<file path="src/rtl/branch_ctrl.sv">
// branch_ctrl: ID-stage branch/MOV resolution sequencer. Offers one taken-branch redirect
// to IF over valid/ready, emits link/mov write pulses and keeps saturating branch statistics.
//
// state  | meaning
// S_IDLE | nothing held; a request with ready operands resolves in the same cycle
// S_WAIT | branch/MOV held in ID until forwarded operands become valid
// S_HOLD | taken-branch redirect offered to IF until accepted
module branch_ctrl #(
    parameter int CNT_W    = 16,
    parameter int MAX_WAIT = 7
) (
    input  logic             clk,
    input  logic             reset,
    input  logic             flush,
    input  logic             id_valid,
    input  logic             id_is_branch,
    input  logic             id_is_mov,
    input  logic             id_is_link,
    input  logic             id_uses_rt,
    input  logic             rs_ready,
    input  logic             rt_ready,
    input  logic [31:0]      pc_id,
    input  logic [15:0]      imm16,
    input  logic             cmp,
    input  logic             if_ready,
    output logic             stall_id,
    output logic             redir_valid,
    output logic [31:0]      redir_pc,
    output logic             link_we,
    output logic             mov_we,
    output logic             wait_timeout,
    output logic [CNT_W-1:0] cnt_branch,
    output logic [CNT_W-1:0] cnt_taken,
    output logic [CNT_W-1:0] cnt_stall
);

    localparam int WCNT_W = $clog2(MAX_WAIT + 2);

    typedef enum logic [1:0] {
        S_IDLE = 2'd0,
        S_WAIT = 2'd1,
        S_HOLD = 2'd2
    } state_t;

    state_t              r_state;
    logic                r_redir_valid;
    logic [31:0]         r_redir_pc;
    logic [WCNT_W-1:0]   r_wait_cnt;
    logic [CNT_W-1:0]    r_cnt_branch;
    logic [CNT_W-1:0]    r_cnt_taken;
    logic [CNT_W-1:0]    r_cnt_stall;

    logic                w_active;
    logic                w_req;
    logic                w_ops_ok;
    logic                w_resolve;
    logic                w_br_resolve;
    logic                w_taken;
    logic                w_stall;
    logic                w_in_hold;
    logic [31:0]         w_target;

    function automatic logic [CNT_W-1:0] sat_inc(input logic [CNT_W-1:0] v);
        return (&v) ? v : v + CNT_W'(1);
    endfunction

    assign w_active     = ~reset & ~flush;
    assign w_in_hold    = (r_state == S_HOLD);
    assign w_req        = id_valid & (id_is_branch | id_is_mov);
    assign w_ops_ok     = rs_ready & (rt_ready | ~id_uses_rt);
    assign w_target     = pc_id + 32'd4 + {{14{imm16[15]}}, imm16, 2'b00};

    // Resolution happens combinationally in IDLE or WAIT; HOLD ignores ID entirely.
    assign w_resolve    = w_active & w_req & w_ops_ok & ~w_in_hold;
    assign w_br_resolve = w_resolve & id_is_branch;
    assign w_taken      = w_br_resolve & cmp;
    assign w_stall      = w_active & ((~w_in_hold & w_req & ~w_ops_ok) |
                                      (w_in_hold & ~if_ready));

    assign stall_id     = w_stall;
    assign redir_valid  = r_redir_valid & w_active;
    assign redir_pc     = r_redir_pc;
    assign link_we      = w_br_resolve & id_is_link;
    assign mov_we       = w_resolve & ~id_is_branch & cmp;
    assign wait_timeout = w_active & (r_state == S_WAIT) &
                          (r_wait_cnt == WCNT_W'(MAX_WAIT));
    assign cnt_branch   = r_cnt_branch;
    assign cnt_taken    = r_cnt_taken;
    assign cnt_stall    = r_cnt_stall;

    always_ff @(posedge clk or posedge reset) begin
        if (reset) begin
            r_state       <= S_IDLE;
            r_redir_valid <= 1'b0;
            r_redir_pc    <= 32'd0;
            r_wait_cnt    <= '0;
            r_cnt_branch  <= '0;
            r_cnt_taken   <= '0;
            r_cnt_stall   <= '0;
        end else begin
            if (w_stall) begin
                r_cnt_stall <= sat_inc(r_cnt_stall);
            end
            if (w_br_resolve) begin
                r_cnt_branch <= sat_inc(r_cnt_branch);
            end
            if (w_taken) begin
                r_cnt_taken <= sat_inc(r_cnt_taken);
            end

            if (flush) begin
                r_state       <= S_IDLE;
                r_redir_valid <= 1'b0;
                r_wait_cnt    <= '0;
            end else begin
                case (r_state)
                    S_IDLE, S_WAIT: begin
                        if (w_resolve) begin
                            r_wait_cnt <= '0;
                            if (w_taken) begin
                                r_state       <= S_HOLD;
                                r_redir_valid <= 1'b1;
                                r_redir_pc    <= w_target;
                            end else begin
                                r_state <= S_IDLE;
                            end
                        end else if (w_req) begin
                            r_state <= S_WAIT;
                            // The IDLE cycle that first stalled counts as one wait cycle.
                            if (r_state == S_IDLE) begin
                                r_wait_cnt <= WCNT_W'(1);
                            end else if (r_wait_cnt <= WCNT_W'(MAX_WAIT)) begin
                                r_wait_cnt <= r_wait_cnt + WCNT_W'(1);
                            end
                        end else begin
                            r_state    <= S_IDLE;
                            r_wait_cnt <= '0;
                        end
                    end
                    S_HOLD: begin
                        if (if_ready) begin
                            r_state       <= S_IDLE;
                            r_redir_valid <= 1'b0;
                        end
                    end
                    default: begin
                        r_state       <= S_IDLE;
                        r_redir_valid <= 1'b0;
                        r_wait_cnt    <= '0;
                    end
                endcase
            end
        end
    end

endmodule

</file>
<file path="config.mk">
export PLATFORM = sky130hd
export DESIGN_NAME = branch_ctrl
export DESIGN_NICKNAME = d
export VERILOG_FILES = /design/src/rtl/branch_ctrl.sv
export SDC_FILE = /design/constraint.sdc
export NUM_CORES = 1
export LEC_CHECK = 0
export CAP_MARGIN = 40
export CELL_PAD_IN_SITES_DETAIL_PLACEMENT = 1
export CELL_PAD_IN_SITES_GLOBAL_PLACEMENT = 2
export CORE_MARGIN = 10
export CORE_UTILIZATION = 27
export CTS_CLUSTER_SIZE = 10
export DETAILED_ROUTE_END_ITERATION = 16
export HOLD_SLACK_MARGIN = 0.12
export PLACE_DENSITY_LB_ADDON = 0.1
export SLEW_MARGIN = 10
export SYNTH_ARGS = -nofsm -noshare
export SYNTH_HDL_FRONTEND = slang
export SYNTH_SLANG_ARGS = --single-unit
</file>
<file path="constraint.sdc">
create_clock -name clk -period 3.34 [get_ports clk]
set_input_delay 0.668 -clock clk [delete_from_list [all_inputs] [get_ports clk]]
set_output_delay 0.668 -clock clk [all_outputs]
set_load 0.01 [all_outputs]
</file>
Word-level counts from Yosys, hierarchy flattened
Index checks and enable logic that the tools add are counted.

storage, ports and cells
  bits in registers = 87
  bits in latches = 0
  RAM bits = 0
  bits in read-only memories = 0
  bits of input ports = 60
  output and inout bits = 85
  logic and storage cells = 81
  memories = 0

cells by class
  add/subtract/negate cells = 6
  $mul = 0
  div/mod/pow operators = 0
  magnitude comparators = 1
  eq/ne operators = 8
  shift-type cells = 0
  mux-type cells = 17
  bitwise logic cells = 31
  reductions and logical operators = 11

operator list
  kind                                                 count
  adder 16 x 1 -> 16 bit, second input constant        3
  AND reduction 16 bit                                 3
  adder 32 x 3 -> 32 bit, second input constant        1
  adder 32 bit                                         1
  two-way mux 4 bit                                    5
  AND 1 bit                                            18
  NOT 1 bit                                            10
  inequality test 3 bit, second input constant         3
  two-way mux 2 bit                                    4
  one-hot mux 4 bit (2 select lines)                   1
  AND reduction 2 bit                                  4
  inequality test 6 bit, second input constant         1
  two-way mux 1 bit                                    5
  adder 4 x 1 -> 4 bit, second input constant          1
  equality test 4 x 3 -> 1 bit, second input constant  1
  <= comparator 4 x 3 -> 1 bit, second input constant  1
  one-hot mux 2 bit (2 select lines)                   1
  AND reduction 4 bit                                  1
  bitwise OR 1 bit                                     3
  AND reduction 3 bit                                  1
  equality test 2 x 1 -> 1 bit, second input constant  1
  equality test 2 bit, second input constant           1
  logical NOT 2 bit                                    1
  inequality test 2 bit, second input constant         1
  other kinds (2)                                      2

Depth between registers and ports, before layout
Gate-level depths: netlist of run 1.

  word-level depth = 11
  depth in mapped cells = 13
  mapped depth without buffers = 13

Least setup slack after synthesis of run 1
Ideal clock, no wire load.

  path type = input -> output
  start point = in reset
  end point = out wait_timeout
  arrival time = 2.975 ns
  slack = -0.303 ns
  stages on the path = 2
  path through = inv_1 -> and4_1

between the ends
  longest elaborated chain between the ends = 4

RTL lines
  element                  RTL line  source
  from (decl)              13        input logic reset,
  NOT 1 bit                67        assign w_active = ~reset & ~flush;
  AND 1 bit                67
  AND 1 bit (2 in series)  85        assign wait_timeout = w_active & (r_state == S_WAIT) &
  to (decl)                31        output logic wait_timeout,

No other way between the ends.

Worst setup path in the final report of run 1
  start point = in pc_id[2]
  end point = reg r_redir_pc[31] (netlist: redir_pc[31])

between the ends
  longest elaborated chain between the ends = 2

RTL lines
  element                 RTL line  source
  from (decl)             22        input logic [31:0] pc_id,
  adder 32 x 3 -> 32 bit  71        assign w_target = pc_id + 32'd4 + {{14{imm16[15]}}, imm16, 2'b00};
  adder 32 bit            71
  to (signal assigned)    123       r_redir_pc <= w_target;
  to (decl)               47        logic [31:0] r_redir_pc;

No other way between the ends.
A chain may end at the register's enable or synchronous reset.

==> results by group, run 1 <==
Outcome
  • Outcome: complete, no violations

CTS
  • CTS Sinks: 87
  • Clk pin slew, worst setup/hold paths: ~0.070 ns
  • CTS buffer count: 9
  • CTS Root Cell: clkbuf_16
  • Hold Buf Count CTS: 0
  • Worst-skew pair later-pin latency: 0.34 ns
  • CTS tree: yes
  • CTS Buffer Depth: 2
  • CTS HTree Levels: 3

Die
  • Die X: between 150 and 200 um
  • DIE HEIGHT: 162 um
  • Initial cell density of the core: 0.277
  • Core ar.: slightly below 20,000 um2
  • Number of core rows: 51
  • Die area: 26,300 um2
  • I/O Pins: 145

Yosys
  • Cell area after synthesis: 5450 um2
  • Asr flop ratio synth: 1.00
  • Dominant synthesized flop cell: dfrtp_1
  • Synth warn: 0
  • Mapped Cells: 557
  • Most numerous cell in the Yosys netlist: dfrtp_1
  • Syn_area_per_cell: 9.78 um2
  • Sequential area share after synthesis: 0.400
  • Post-synth EDFFs: 0
  • Commonest cells in the netlist: dfrtp_1, nand2_1, ha_1, o21ai_0, xnor2_1
  • Area contributors post-synth: dfrtp_1, ha_1, xnor2_1
  • Synth Net Count: 679
  • Count of cell types in the netlist: 56
  • Synth Register Bits: 87
  • Yosys top cell area share: 0.400
  • Yosys top cell by area: dfrtp_1

Worst setup path
  • Critical path arrival: 3.40 ns
  • Reg2Reg Launch Point: cnt_taken[10]
  • Crit-path max FO: 5
  • Reg2reg path depth: 8
  • Reg2reg setup slack: 1.14 ns
  • CP Launch Type: input pin
  • CP Data Required Time: about 3.6 ns
  • Reg-to-Reg End: cnt_taken[12]
  • Setup Crit Path Kind: input pin to flip-flop
  • CP endpoint kind: flip-flop

Detailed routing
  • Routed WL: 16.8 mm
  • Drt first pass iters: 4
  • Routed Antenna Nets: 0
  • WL per Instance: 16.2 um
  • Vias: 4,772
  • Drt drc: 0
  • Vias per cell: 4.61
  • Drt initial violations: 145

Global routing
  • First-pass GRT wire length: 27.8 mm
  • Gr usage total: 0.130
  • Largest net degree at the start of global routing: 63
  • Initial antenna violation count: 0
  • Vias in the first global route: 5,352
  • GRT overflow: 0

Power and ir drop
  • Final Power: 3370 uW
  • LEAKAGE: 0.00370 uW
  • Power Dens Cells: 418 nW/um2
  • VDD IR max: 249 uV

Cells and area
  • Antenna cell count: 0
  • Final Util: 0.410
  • Area Growth Syn to Fin: 47.8%
  • Nets: 888
  • Share of cells above drive strength 1: 0.153
  • Final instance count without filler cells: 1,036

Timing
  • Slew @ Worst Pin: roughly 0.65 ns
  • Worst relative slew slack: 0.567
  • Period minus WS final: 3.17 ns
  • Tcrit/Tclk final: 0.950
  • WHS: 0.479 ns
  • Max Freq: 315 MHz
  • Final hold vios: 0
  • Final setup viols: 0
  • Fin Setup TNS: 0 ns
  • Clock Skew: 0.0114 ns
  • Slew Limit Fails: 0

Worst hold path
  • Worst hold start: redir_pc[6]
  • Hold worst-path end: redir_pc[6]
  • Worst min path class: flip-flop to flip-flop
  • WHS Path Cells: 2

Placed design
  • Routability Congestion: approximately 0.77
  • # port buffers: 144
  • DP Wirelength: approximately 13 mm
  • Cells after DPL: 1,018

Job
  • MaxCap Viol Count: 0
cell families after synthesis:
family	count (synthesis)	share of synthesized area
and+or+nand+nor	189	0.174
muxes	7	0.0145
buffers and inverters	29	0.0230
AOI/OAI and AO/OA	113	0.132
DFF	87	0.400
adders and majority gates	62	0.144
xor gates and xnor gates	70	0.113
per-stage QoR:
stage               cell area, um2  worst slack, ns
global route                  8050          -0.0211
floorplan                     5450            0.196
CTS                           7960          0.00660
detailed placement            7650           -0.500
finish                        8050            0.167
global placement              7650           -0.455
state kept, by name, summed over array words and instances, names as in the netlist:
name,count
redir_pc,32
cnt_branch,16
r_wait_cnt,4
r_state,2
r_redir_valid,1
cnt_stall,16
cnt_taken,16
cells in the final DEF (no fill, tap or decap), types with 2 or more instances in the layout:
cell type / n
or2_2: 4
clkbuf_16: 9
nor3_1: 5
xor2_1: 28
and4_1: 6
and3_1: 9
inv_1: 17
ha_1: 59
buf_4: 64
o31ai_1: 5
o21ai_0: 37
or3_1: 2
clkdlybuf4s50_1: 141
nand2_1: 73
o21bai_1: 3
ha_4: 2
o21ai_1: 8
nand2b_1: 4
a21boi_0: 2
a31oi_1: 6
and2_1: 7
nand3_2: 2
nand3_1: 14
a21o_1: 8
a211oi_1: 3
a21oi_1: 24
nor2_1: 36
dfrtp_1: 87
o21a_1: 4
xnor2_1: 42
mux2_2: 7
dlymetal6s2s_1: 3
clkinv_4: 2
a21oi_2: 2
clkinvlp_4: 2
nand4_1: 11
metal layers:
metal  up-vias  wire (um)  track usage
met5         -          0            0
met4         0        218       0.0360
met3        11       1090       0.0410
met2       101       7700        0.214
met1      2285       7750        0.160
li1       2375          -            -
critical path, cell delays in order:
cell and delay [ns]:
clkdlybuf4s50_1 0.41, inv_1 0.06, ha_1 0.15, inv_1 0.07, ha_4 0.17, fa_2 0.40
nand3_2 0.08, nand2_2 0.07, a221oi_4 0.31, o221ai_2 0.17, o41ai_4 0.29, buf_4 0.18
o2111ai_2 0.11, xnor2_1 0.16, o21ai_1 0.08
cell type report:
type                            count  area (um2)
Timing Repair Buffer              209        1950
Sequential cell                    87        2180
Clock inverter                      6        68.8
Clock buffer                       10         239
Tap cell                          265         332
Fill cell                        2289       11600
Inverter                           18        71.3
Multi-Input combinational cell    441        3210
worst max path at each step:
stage / slack (ns) / from / end / depth (start not counted)
after detailed placement: -0.50 / pc_id[3] / redir_pc[29] / 12
after global routing: -0.02 / pc_id[2] / redir_pc[31] / 15
after floorplan: 0.20 / pc_id[3] / redir_pc[31] / 11
after global placement: -0.46 / pc_id[3] / redir_pc[31] / 12
final: 0.17 / pc_id[2] / redir_pc[31] / 15
after CTS: 0.007 / pc_id[3] / redir_pc[19] / 12
timing repair:
item,CTS,global route
gates resized for setup,1,19
setup buffers,0,2
setup endpoints to repair,6,15
pin swaps,2,10
hold endpoints to repair,0,0
where the power goes:
| group | internal, uW | total [uW] | switching (uW) |
|---|---|---|---|
| clock | 605 | 1060 | 460 |
| sequential | 1160 | 1260 | 102 |
| combinational | 569 | 1040 | 472 |
Note: power is estimated with default switching activity, not from simulation.
==> inputs of run 2 (changes only) <==
--- a/config.mk
+++ b/config.mk
@@ -5,7 +5,7 @@
 export SDC_FILE = /design/constraint.sdc
 export NUM_CORES = 1
 export LEC_CHECK = 0
-export CAP_MARGIN = 40
+export ABC_CLOCK_PERIOD_IN_PS = 3340
 export CELL_PAD_IN_SITES_DETAIL_PLACEMENT = 1
 export CELL_PAD_IN_SITES_GLOBAL_PLACEMENT = 2
 export CORE_MARGIN = 10
==> results of run 2 <==
Same layout as run 1: the final DEF is identical, and so are final timing and power.
==> inputs of run 3 (changes only) <==
--- a/config.mk
+++ b/config.mk
@@ -12,8 +12,7 @@
 export CORE_UTILIZATION = 27
 export CTS_CLUSTER_SIZE = 10
 export DETAILED_ROUTE_END_ITERATION = 16
-export HOLD_SLACK_MARGIN = 0.12
-export PLACE_DENSITY_LB_ADDON = 0.1
+export PLACE_DENSITY = 0.8
 export SLEW_MARGIN = 10
 export SYNTH_ARGS = -nofsm -noshare
 export SYNTH_HDL_FRONTEND = slang
==> run 3 against run 2 <==
- routed wire length increased by 0.78%
- critical path depth decreased by 9
- clock skew about the same
- hold slack improved by 0.0058 ns
- via count increased by 1.9%
- global-route usage about the same
- sequential cell count unchanged
- maximum frequency about the same
- largest power group unchanged
==> results by group, run 3 (same netlist as run 1, synthesis figures left out) <==
Worst setup path
  • Setup Crit Path Kind: input pin to output pin
  • Crit-path max FO: 4 (-1)
  • Critical path arrival: 2.50 ns (-0.90 ns)
  • CP Data Required Time: 2.67 ns (-0.90 ns)
  • Reg2Reg Launch Point: cnt_branch[7]
  • CP max stage delay: 0.54 ns (+0.13 ns)
  • Crit-path cells: clkdlybuf4s50_1 > nor2_1 > and3_1 > and2_1 > and4b_1 > clkdlybuf4s50_1
  • Worst path buffer plus inverter count: 2 (-2)
  • CP max stage cell: clkdlybuf4s50_1
  • CP Launch Type: input pin
  • Critical Path Start: reset
  • Cell family with most CP delay: buffers and inverters
  • Critical Path Most Common Cell: clkdlybuf4s50_1
  • CP endpoint kind: output pin

Cells and area
  • Nets: 884 (-0.45%)
  • Final Cell Area: 8010 um2 (-0.45%)
  • Sequential standard cell area: 2180 um2 (unchanged)
  • Final Util: 0.408 (-0.00185)
  • Most frequent cells in the layout: clkdlybuf4s50_1, dfrtp_1, nand2_1
  • Max reg flops: 32 (unchanged)
  • Fillers: 2,250 (-1.7%)
  • Share of cells above drive strength 1: 0.153 (-0.000506)
  • Antenna cell count: 0 (unchanged)
  • Area of the multi-input gates: 3210 um2 (unchanged)
  • Area Growth Syn to Fin: 47.1%
  • Most common cell after layout, fill and taps aside: clkdlybuf4s50_1

Timing
  • RSZ-0062 raised after global routing: no
  • Final hold vios: 0 (unchanged)
  • Slew Limit Fails: 0 (unchanged)
  • Slew @ Worst Pin: 0.810 ns (+0.162 ns)
  • Max Freq: 315 MHz (about the same)
  • Worst relative slew slack: 0.460 (-0.108)
  • Tcrit/Tclk final: 0.949 (about the same)
  • Final setup viols: 0 (unchanged)
  • Clock Skew: 0.0112 ns (-0.000215 ns)
  • Period minus WS final: 3.17 ns (-0.00148 ns)

Power and ir drop
  • LEAKAGE: 0.00366 uW (-1.0%)
  • VDD IR max: 190 uV (-24%)
  • Seq pwr share: 0.379 (+0.005)
  • Clk pwr share: 0.316 (about the same)
  • Pint: 2300 uW (-1.2%)
  • Power Dens Cells: 417 nW/um2 (-0.26%)
  • Net Switching: 1040 uW (+0.44%)
  • Comb pwr share: 0.305 (-0.004)
  • Switching part of the total: 0.310 (+0.00355)

Global routing
  • Largest net degree at the start of global routing: 63 (unchanged)
  • GRT overflow: 0 (unchanged)
  • First-pass GRT wire length: 28.2 mm (+1.1%)
  • Gr usage total: 0.130 (+0.000301)
  • Vias in the first global route: 5,514 (+3.0%)
  • Initial antenna violation count: 0 (unchanged)

Die
  • I/O Pins: 145 (unchanged)
  • Die area: 26,300 um2 (unchanged)
  • Number of core rows: 51 (unchanged)
  • Initial cell density of the core: 0.277 (unchanged)
  • Die X: 162 um (unchanged)
  • DIE HEIGHT: 162 um (unchanged)
  • Core ar.: 19,700 um2 (unchanged)

Placed design
  • Placed inst area: 7620 um2 (-0.49%)
  • # port buffers: 144 (unchanged)
  • Routability Congestion: 0.822 (+6.4%)
  • DP Wirelength: 13.6 mm (+1.3%)

CTS
  • CTS tree: yes
  • CTS Root Cell: clkbuf_16
  • CTS HTree Levels: 3 (unchanged)
  • CTS Buffer Depth: 2 (unchanged)
  • Worst-skew pair later-pin latency: 0.34 ns (about the same)
  • CTS buffer count: 9 (unchanged)
  • CTS Sinks: 87 (unchanged)
  • Hold Buf Count CTS: 0 (unchanged)
  • Clk pin slew, worst setup/hold paths: 0.07 ns (about the same)

Detailed routing
  • Routed WL: 16.9 mm (+0.78%)
  • WL per Instance: 16.4 um (+1.2%)
  • Vias: 4,862 (+1.9%)
  • Vias per cell: 4.71 (+2.3%)
  • Drt drc: 0 (unchanged)
  • Routed Antenna Nets: 0 (unchanged)
  • Drt first pass iters: 4 (unchanged)
  • Drt initial violations: 122 (-16%)

Job
  • MaxCap Viol Count: 0 (unchanged)

Worst hold path
  • Worst hold start: cnt_stall[7]
  • Worst min path class: flip-flop to flip-flop

Outcome
  • Outcome: complete, no violations
[run 3: repair_timing]
item / in CTS / in global routing
setup buffers: 1 / 2
resized for setup: 1 / 16
setup endpoints to repair: 8 / 15
pin swaps: 2 / 6
[run 3: layout make-up]
| cell class | count | area share |
|---|---|---|
| well taps | 265 | 0.0414 |
| multi-input cells | 441 | 0.401 |
| clock inverters | 7 | 0.00968 |
| flip-flops and latches | 87 | 0.272 |
| repair buffers | 205 | 0.239 |
| clock buffers | 9 | 0.0281 |
| inverters | 18 | 0.00890 |
[run 3: routing by layer]
layer / track usage / wire, um / up-vias
met2: 0.224 / 8220 / 101
li1: - / - / 2373
met3: 0.0319 / 861 / 10
met5: 0 / 0 / -
met1: 0.159 / 7630 / 2378
met4: 0.0347 / 172 / 0
[run 3: power groups by stage]
stage | clock [uW] | sequential, uW | combinational (uW)
floorplan | 0 | 1310 | 434
global placement | 0 | 1280 | 984
detailed placement | 0 | 1290 | 1010
CTS | 1100 | 1270 | 1020
global route | 1140 | 1290 | 1140
finish | 1060 | 1270 | 1020
[run 3: worst paths after layout]
kind	endpoint	slack (ns)	depth (start not counted)
hold reg to reg	cnt_stall[7]	0.49	1
hold / removal	cnt_stall[7]	0.49	1
min in group asynchronous	r_redir_valid	0.90	3
setup reg to reg	cnt_branch[12]	1.12	8
setup / recovery	mov_we	0.17	6
max in group asynchronous	redir_pc[17]	1.27	4
[run 3: through the flow]
stage          setup TNS (ns)  setup WS (ns)  total power, uW  cells  hold WS (ns)
2_1_floorplan               0          0.196             1740    557         0.480
3_3_place_gp            -4.78         -0.484             2260   1013         0.466
3_5_place_dp            -5.89         -0.548             2300   1013         0.475
4_1_cts                     0        0.00929             3390   1030         0.491
5_1_grt                     0        0.00775             3570   1032         0.520
6_report                    0          0.169             3340   1032         0.485
